===== src/rtl/uart_recv.sv =====
// 8N1 UART receiver: two-flop synchroniser, start-edge detect, mid-bit sampling.
// Emits a one-cycle valid with the received byte, or a one-cycle framing-error pulse.
module uart_recv #(
  parameter int unsigned BIT_CNT = 100000,
  parameter int unsigned CW      = 17
) (
  input  logic       clk,
  input  logic       rst,
  input  logic       din,
  output logic [7:0] data,
  output logic       valid,
  output logic       frame_err,
  output logic       busy
);

  typedef enum logic [1:0] {
    IDLE  = 2'd0,
    START = 2'd1,
    DATA  = 2'd2,
    STOP  = 2'd3
  } state_t;

  localparam logic [CW-1:0] HALF_END = CW'(BIT_CNT / 2 - 1);
  localparam logic [CW-1:0] FULL_END = CW'(BIT_CNT - 1);

  logic          r_s1;
  logic          r_s2;
  logic          r_s_d;
  logic [1:0]    r_warm;
  logic          r_armed;
  state_t        r_state;
  logic [CW-1:0] r_cnt;
  logic [2:0]    r_bit_idx;
  logic [7:0]    r_shift;
  logic [7:0]    r_data;
  logic          r_valid;
  logic          r_ferr;
  logic          r_busy;

  state_t        w_next_state;
  logic          w_fall;
  logic          w_half;
  logic          w_full;
  logic [CW-1:0] w_cnt_nxt;
  logic [2:0]    w_bit_idx_nxt;
  logic [7:0]    w_shift_nxt;
  logic [7:0]    w_data_nxt;
  logic          w_valid_nxt;
  logic          w_ferr_nxt;

  // Edges only count once s holds real line samples and has been seen high,
  // so a line held low through reset release cannot start a frame.
  always_ff @(posedge clk or posedge rst) begin
    if (rst) begin
      r_s1    <= 1'b1;
      r_s2    <= 1'b1;
      r_s_d   <= 1'b1;
      r_warm  <= 2'b00;
      r_armed <= 1'b0;
    end else begin
      r_s1    <= din;
      r_s2    <= r_s1;
      r_s_d   <= r_s2;
      r_warm  <= {r_warm[0], 1'b1};
      r_armed <= r_armed | (r_warm[1] & r_s2);
    end
  end

  assign w_fall = r_armed & r_s_d & ~r_s2;
  assign w_half = (r_cnt == HALF_END);
  assign w_full = (r_cnt == FULL_END);

  always_ff @(posedge clk or posedge rst) begin
    if (rst) r_state <= IDLE;
    else     r_state <= w_next_state;
  end

  always_comb begin
    w_next_state = r_state;
    case (r_state)
      IDLE:  if (w_fall) w_next_state = START;
      START: if (w_half) w_next_state = r_s2 ? IDLE : DATA;
      DATA:  if (w_full && (r_bit_idx == 3'd7)) w_next_state = STOP;
      STOP:  if (w_full) w_next_state = IDLE;
      default: w_next_state = IDLE;
    endcase
  end

  always_comb begin
    w_cnt_nxt     = r_cnt;
    w_bit_idx_nxt = r_bit_idx;
    w_shift_nxt   = r_shift;
    w_data_nxt    = r_data;
    w_valid_nxt   = 1'b0;
    w_ferr_nxt    = 1'b0;
    case (r_state)
      IDLE: w_cnt_nxt = '0;
      START: begin
        if (w_half) begin
          w_cnt_nxt     = '0;
          w_bit_idx_nxt = 3'd0;
        end else begin
          w_cnt_nxt = r_cnt + CW'(1);
        end
      end
      DATA: begin
        if (w_full) begin
          w_shift_nxt[r_bit_idx] = r_s2;
          w_cnt_nxt              = '0;
          w_bit_idx_nxt          = r_bit_idx + 3'd1;
        end else begin
          w_cnt_nxt = r_cnt + CW'(1);
        end
      end
      STOP: begin
        if (w_full) begin
          w_cnt_nxt = '0;
          if (r_s2) begin
            w_data_nxt  = r_shift;
            w_valid_nxt = 1'b1;
          end else begin
            w_ferr_nxt = 1'b1;
          end
        end else begin
          w_cnt_nxt = r_cnt + CW'(1);
        end
      end
      default: w_cnt_nxt = '0;
    endcase
  end

  always_ff @(posedge clk or posedge rst) begin
    if (rst) begin
      r_cnt     <= '0;
      r_bit_idx <= 3'd0;
      r_shift   <= 8'h00;
      r_data    <= 8'h00;
      r_valid   <= 1'b0;
      r_ferr    <= 1'b0;
      r_busy    <= 1'b0;
    end else begin
      r_cnt     <= w_cnt_nxt;
      r_bit_idx <= w_bit_idx_nxt;
      r_shift   <= w_shift_nxt;
      r_data    <= w_data_nxt;
      r_valid   <= w_valid_nxt;
      r_ferr    <= w_ferr_nxt;
      r_busy    <= (w_next_state != IDLE);
    end
  end

  assign data      = r_data;
  assign valid     = r_valid;
  assign frame_err = r_ferr;
  assign busy      = r_busy;

endmodule


===== config.mk =====
export PLATFORM = sky130hd
export DESIGN_NAME = uart_recv
export DESIGN_NICKNAME = d
export VERILOG_FILES = /design/src/rtl/uart_recv.sv
export SDC_FILE = /design/constraint.sdc
export NUM_CORES = 1
export LEC_CHECK = 0
export CORE_MARGIN = 5
export CORE_UTILIZATION = 53
export CTS_BUF_LIST = sky130_fd_sc_hd__clkbuf_16
export DETAILED_ROUTE_END_ITERATION = 10
export PLACE_DENSITY = 0.85
export SLEW_MARGIN = 20
export SYNTH_ARGS = -nofsm -noshare
export SYNTH_HDL_FRONTEND = slang
export SYNTH_SLANG_ARGS = --single-unit
export TNS_END_PERCENT = 100

===== constraint.sdc =====
create_clock -name clk -period 2 [get_ports clk]
set_input_delay 0.4 -clock clk [delete_from_list [all_inputs] [get_ports clk]]
set_output_delay 0.4 -clock clk [all_outputs]
set_load 0.02 [all_outputs]

==> flow_metrics.py, run 1 <==
metrics = {
    "outcome": {
        "status": "complete, no violations",
    },
    "layout": {
        "area_growth_pct": 19.86,
        "drive_gt1_share_pct": 24.58,
        "fin_nets": 241,
        "n_antenna_cell": 0,
        "layout_commonest_cell": "dfrtp_1",
        "most-common-layout-cells": "44 x dfrtp_1, 16 x mux2_2, 16 x a21oi_1, 15 x buf_4",
    },
    "drt": {
        "wl_per_cell_um": 17.15,
        "drt_wl_total_um": 4938,
        "drtIter0Drc": 125,
        "vias_per_cell": 6.250,
        "dr.pass1.iters": 4,
        "drtAntennaViolNets": 0,
        "drc": 0,
        "detailroute.via_count": 1800,
    },
    "die": {
        "fp.dieH_um": 76.50,
        "rows": 24,
        "dieArea_sq_mm": 0.005851,
        "design.core.area_sq_mm": 0.004324,
        "boundaryPins": 14,
        "start_util_pct": 54.20,
        "fp.dieW_um": 76.50,
    },
    "hold_path": {
        "hold_path_class": "reg -> reg",
        "worstHoldPathCells": 0,
    },
    "power": {
        "leakagePower_nw": 1.227,
        "ir_worst_vdd_mv": 0.6736,
        "powerDensity_mw_per_mm2": 779.7,
    },
    "sta": {
        "tns_ns": 0,
        "maxSlewViolCount": 0,
        "period_needed_ns": 1.940,
        "fmax_mhz": 515.5,
        "skew_ns": 0.007379,
        "setup_viol": 0,
        "grt_setup_unrepaired": "no",
        "hold_ws_ns": 0.3561,
        "min_period_over_period_pct": 96.99,
        "finalHoldViolCount": 0,
    },
    "clocking": {
        "clk_latency_ns": 0.29,
        "holdBufCountCts": 0,
        "h-tree-depth": 2,
        "tritoncts": "yes",
        "cts_buffer_depth": 2,
        "clock_sinks": 47,
        "cts-buffers-inserted": 5,
        "cts-root-buf": "clkbuf_16",
        "clk_pin_slew_ns": 0.06,
    },
    "synthesis": {
        "ys.flop_type": "dfrtp_1",
        "syn_area_per_cell_sq_um": 11.32,
        "ys_seq_elements": 47,
        "yosys_warnings": 0,
        "ys_async_sr_fraction_pct": 100.0,
        "synth_edf_count": 0,
        "synth_nets": 213,
        "syn_area_sq_mm": 0.002343,
        "synthCells": 207,
        "synth.distinct_cells": 48,
        "yosysSeqAreaShare_pct": 50.35,
    },
    "global_routing": {
        "grtUsageMet1_pct": 21.18,
        "grt.met3_usage_pct": 3.901,
        "met2_usage_pct": 30.39,
        "overflow": 0,
        "grt_usage_pct": 17.82,
        "grt_pass1_wl_um": 8618,
        "antenna_found_initial": 0,
        "grt_pass1_vias": 1879,
        "grt.busiest_layer": "met2",
        "grt_max_degree": 24,
    },
    "place": {
        "io_buffers": 13,
        "dp_hpwl_um": 3401,
        "gp_congestion": 0.8690,
    },
    "run": {
        "cap_violations": 0,
    },
    "setup_path": {
        "path_class": "reg -> reg",
        "crit_path_end_kind": "flip-flop",
        "critPathRequiredTime_ns": 2.17,
        "ff2ff_path_depth": 5,
        "crit_path_start_kind": "flip-flop",
        "cp.arrival_ns": 2.11,
        "critPathMaxFanout": 9,
    },
}
## cell families (layout without fill, tap and decap cells)
family / after synthesis / after routing / share of synthesized area, %
AOI/OAI and AO/OA: 39 / 39 / 11.64
xor gates and xnor gates: 13 / 13 / 4.859
adders and majority gates: 3 / 3 / 1.602
buffers and inverters: 14 / 43 / 3.150
DFF: 47 / 47 / 50.35
muxes: 16 / 16 / 7.688
other: 1 / 1 / 0.1600
and+or+nand+nor: 74 / 74 / 20.55
## timing repair
item | in CTS | in global routing
setup endpoints to repair | 0 | 23
resized for setup | 0 | 4
setup buffers | 0 | 1
## power by group
part | internal (mW) | leakage [nW] | switching, mW | total, mW
registers | 1.03 | 0.612 | 0.0833 | 1.11
logic | 0.123 | 0.543 | 0.147 | 0.270
clock network | 0.461 | 0.0716 | 0.349 | 0.810
## cell usage after synthesis, types with 2 or more instances
master / number / area (sq um)
dfrtp_1: 44 / 1101
a21oi_1: 16 / 80.08
mux2_2: 16 / 180.2
nand3_1: 13 / 65.06
xnor2_1: 10 / 87.58
nand4_1: 9 / 56.30
nand2_1: 8 / 30.03
clkbuf_1: 6 / 22.52
nor2_1: 6 / 22.52
nor3_1: 6 / 30.03
nor4_1: 5 / 31.28
a21boi_0: 4 / 30.03
and3_1: 4 / 25.02
inv_1: 4 / 15.01
a31o_2: 3 / 26.28
dfstp_2: 3 / 78.83
ha_1: 3 / 37.54
nand4b_1: 3 / 26.28
o221a_2: 3 / 33.78
xor2_1: 3 / 26.28
a21o_1: 2 / 15.01
a22oi_1: 2 / 15.01
and2_1: 2 / 12.51
buf_2: 2 / 10.01
nand2b_1: 2 / 12.51
nor2b_1: 2 / 12.51
nor3_4: 2 / 32.53
nor3b_1: 2 / 15.01
nor4b_1: 2 / 17.52
o31ai_1: 2 / 15.01
## area by class of cell
| class | count | area [sq um] |
|---|---|---|
| fillers | 338 | 1515 |
| flip-flops and latches | 47 | 1180 |
| multi-input cells | 146 | 1104 |
| repair buffers | 31 | 302.8 |
| clock buffers | 5 | 125.1 |
| well taps | 52 | 65.06 |
| clock inverters | 3 | 17.52 |
| inverters | 4 | 15.01 |
## through the flow
stage	std cells	util [%]	area (sq um)	power, mW	setup WS (ns)
after floorplan	207	-	2344	1.294	0.1253
after global placement	279	60.88	2633	1.373	0.1190
after detailed placement	279	60.88	2633	1.387	0.08561
after CTS	287	64.18	2775	2.197	0.04434
after global routing	288	64.96	2809	2.313	0.01677
final	288	64.96	2809	2.190	0.06018
## registers in the layout, indices dropped and copies added, names as in the netlist
register	flops
r_cnt	17
data	8
r_shift	8
r_bit_idx	3
r_state	2
r_warm	2
busy	1
frame_err	1
r_armed	1
r_s1	1
r_s2	1
r_s_d	1
valid	1
## per-layer routing
metal / share of wire [%] / vias up
li1: - / 828
met1: 40 / 893
met2: 52 / 65
met3: 5.3 / 14
met4: 2.6 / 0
met5: 0 / -
## critical path: stages, from the launching register on
cell      delay (ns)
dfrtp_1         0.41
or4b_4          0.59
nor3_4          0.22
buf_12          0.15
nand4b_1        0.14
mux2_2          0.31
## final timing paths
kind / startpoint / to / slack [ns]
worst max-delay path: r_cnt[5] / r_shift[0] / 0.06
worst min-delay path: r_warm[0] / r_warm[1] / 0.36
worst max register to register: r_cnt[5] / r_shift[0] / 0.06
worst min register to register: r_warm[0] / r_warm[1] / 0.36
max in group asynchronous: rst / r_shift[3] / 1.11
min in group asynchronous: rst / r_armed / 0.43
Note: power is estimated with default switching activity, not from simulation.
==> run 2, diff against run 1 <==
Settings changed: RECOVER_POWER set to 50.
==> run 2 against run 1 <==
  * Critical endpoint unchanged
  * Fmax fell by 0.12%
  * Critical path depth did not move
  * Clock power hardly changed
  * Cell area is 0.80% lower
  * Power down 0.19%
==> flow_metrics.py, run 2 (synthesis gave the netlist of run 1 again) <==
metrics = {
    "sta": {
        "tns_ns": 0,
        "skew_ns": 0.008397,
        "slew_headroom_pct": 53.29,
        "min_period_over_period_pct": 97.11,
        "fmax_mhz": 514.9,
        "grt_setup_unrepaired": "no",
        "max_slew.worst_pin.slew_ns": 0.6999,
        "period_needed_ns": 1.942,
        "maxSlewViolCount": 0,
        "setup_viol": 0,
        "finalHoldViolCount": 0,
    },
    "clocking": {
        "tritoncts": "yes",
        "clock_sinks": 47,
        "holdBufCountCts": 0,
        "h-tree-depth": 2,
        "cts-root-buf": "clkbuf_16",
        "cts-buffers-inserted": 5,
        "clk_latency_ns": 0.29,
        "clk_pin_slew_ns": 0.07,
        "cts_buffer_depth": 2,
    },
    "power": {
        "p_int_mw": 1.604,
        "p_comb_share_pct": 12.1,
        "leakagePower_nw": 1.216,
        "ir_worst_vdd_mv": 0.6769,
        "power_switching_share_pct": 26.62,
        "power.clock.fraction_pct": 37.1,
        "p_seq_share_pct": 50.8,
        "powerDensity_mw_per_mm2": 784.4,
        "switching_power_uw": 581.9,
    },
    "setup_path": {
        "critPathRequiredTime_ns": 2.17,
        "path_cells": "or4b_4 -> nor3_4 -> buf_12 -> nand4b_1 -> mux2_2",
        "path_class": "reg -> reg",
        "critPathMaxFanout": 9,
        "r2r_setup_slack_ns": 0.06,
        "cp.arrival_ns": 2.11,
        "crit_path_start_kind": "flip-flop",
        "path_buf_inv": 1,
        "cp-endpoint": "r_shift[0]",
        "crit_family": "simple AND/OR/NAND/NOR gates",
        "worstReg2RegStart": "r_cnt[5]",
        "crit_path_max_incr_delay_ns": 0.59,
        "crit_path_end_kind": "flip-flop",
        "ff2ff_path_depth": 5,
        "critPathSlowestCell": "or4b_4",
        "cp_num_cells": 5,
        "critPathLaunch": "r_cnt[5]",
        "worstReg2RegEnd": "r_shift[0]",
    },
    "hold_path": {
        "hold_path_class": "reg -> reg",
    },
    "place": {
        "dp_hpwl_um": 3401,
        "place_area_sq_mm": 0.002633,
        "io_buffers": 13,
        "gp_congestion": 0.8690,
    },
    "global_routing": {
        "grt_usage_pct": 17.82,
        "grt_pass1_vias": 1879,
        "antenna_found_initial": 0,
        "grt_max_degree": 24,
        "grt_pass1_wl_um": 8618,
        "overflow": 0,
    },
    "die": {
        "design.core.area_sq_mm": 0.004324,
        "dieArea_sq_mm": 0.005851,
        "boundaryPins": 14,
        "rows": 24,
        "fp.dieW_um": 76.50,
        "fp.dieH_um": 76.50,
        "start_util_pct": 54.20,
    },
    "drt": {
        "wl_per_cell_um": 17.38,
        "dr.pass1.iters": 4,
        "drtIter0Drc": 160,
        "drtAntennaViolNets": 0,
        "detailroute.via_count": 1799,
        "drc": 0,
        "drt_wl_total_um": 5006,
        "vias_per_cell": 6.247,
    },
    "layout": {
        "drive_gt1_share_pct": 22.88,
        "n_antenna_cell": 0,
        "top_register": "r_cnt",
        "fin_nets": 241,
        "layout_commonest_cell": "dfrtp_1",
        "largest_register_ffs": 17,
        "area_growth_pct": 18.90,
        "most-common-layout-cells": "44 x dfrtp_1, 16 x mux2_2, 16 x a21oi_1, 13 x nand3_1, 13 x buf_4",
        "n_fill_cell": 339,
        "fin_area_sq_mm": 0.002786,
    },
    "run": {
        "cap_violations": 0,
    },
    "outcome": {
        "status": "complete, no violations",
    },
}
[run 2: cell count changes in the layout (fill, tap and decap cells not counted), sizes merged]
cell	previous run	this run
buf	18	15
dlygate4sd3	0	2
clkdlybuf4s50	13	11
clkbuf	5	8
[run 2: worst min-delay path by stage]
stage                         start        end  slack, ns  cells after the start
final                     r_warm[0]  r_warm[1]       0.35                      0
after global placement    r_warm[0]  r_warm[1]       0.33                      0
after detailed placement  r_warm[0]  r_warm[1]       0.34                      0
after global routing           r_s1       r_s2       0.37                      0
after floorplan           r_warm[0]  r_warm[1]       0.33                      0
after CTS                 r_warm[0]  r_warm[1]       0.35                      0
[run 2: routing by layer]
metal	global-route usage, %	part of all wire, %	wire (um)	up-vias
met5	0	0	0	-
met4	8.392	2.8	138	0
met3	3.901	4.6	228	16
met2	30.39	52	2593	59
met1	21.18	41	2046	895
li1	-	-	-	829
[run 2: layout make-up]
| cell class | instances | area [sq um] | share of cell area (%) |
|---|---|---|---|
| clock buffers | 5 | 125.1 | 4.490 |
| clock inverters | 3 | 17.52 | 0.6286 |
| inverters | 4 | 15.01 | 0.5388 |
| multi-input cells | 146 | 1104 | 39.60 |
| flip-flops and latches | 47 | 1180 | 42.34 |
| well taps | 52 | 65.06 | 2.335 |
| repair buffers | 31 | 280.3 | 10.06 |
[run 2: metrics by stage]
step / utilization (%) / cells / power (mW) / hold WS [ns] / setup slack [ns]
floorplan: - / 207 / 1.294 / 0.3312 / 0.1253
global placement: 60.88 / 279 / 1.373 / 0.3322 / 0.1190
detailed placement: 60.88 / 279 / 1.387 / 0.3379 / 0.08561
CTS: 64.18 / 287 / 2.197 / 0.3526 / 0.04434
global route: 64.44 / 288 / 2.306 / 0.3654 / 0.01679
finish: 64.44 / 288 / 2.186 / 0.3524 / 0.05781
[run 2: what timing repair did]
action / CTS / global route
endpoints found under the setup margin: 0 / 23
setup buffers: 0 / 1
gates resized for setup: 0 / 4
[run 2: power by group through the flow]
stage | Combinational (mW) | Clock (mW) | Sequential, mW
floorplan | 0.178 | 0 | 1.12
global placement | 0.256 | 0 | 1.12
detailed placement | 0.267 | 0 | 1.12
CTS | 0.268 | 0.825 | 1.10
global route | 0.297 | 0.889 | 1.12
finish | 0.264 | 0.811 | 1.11
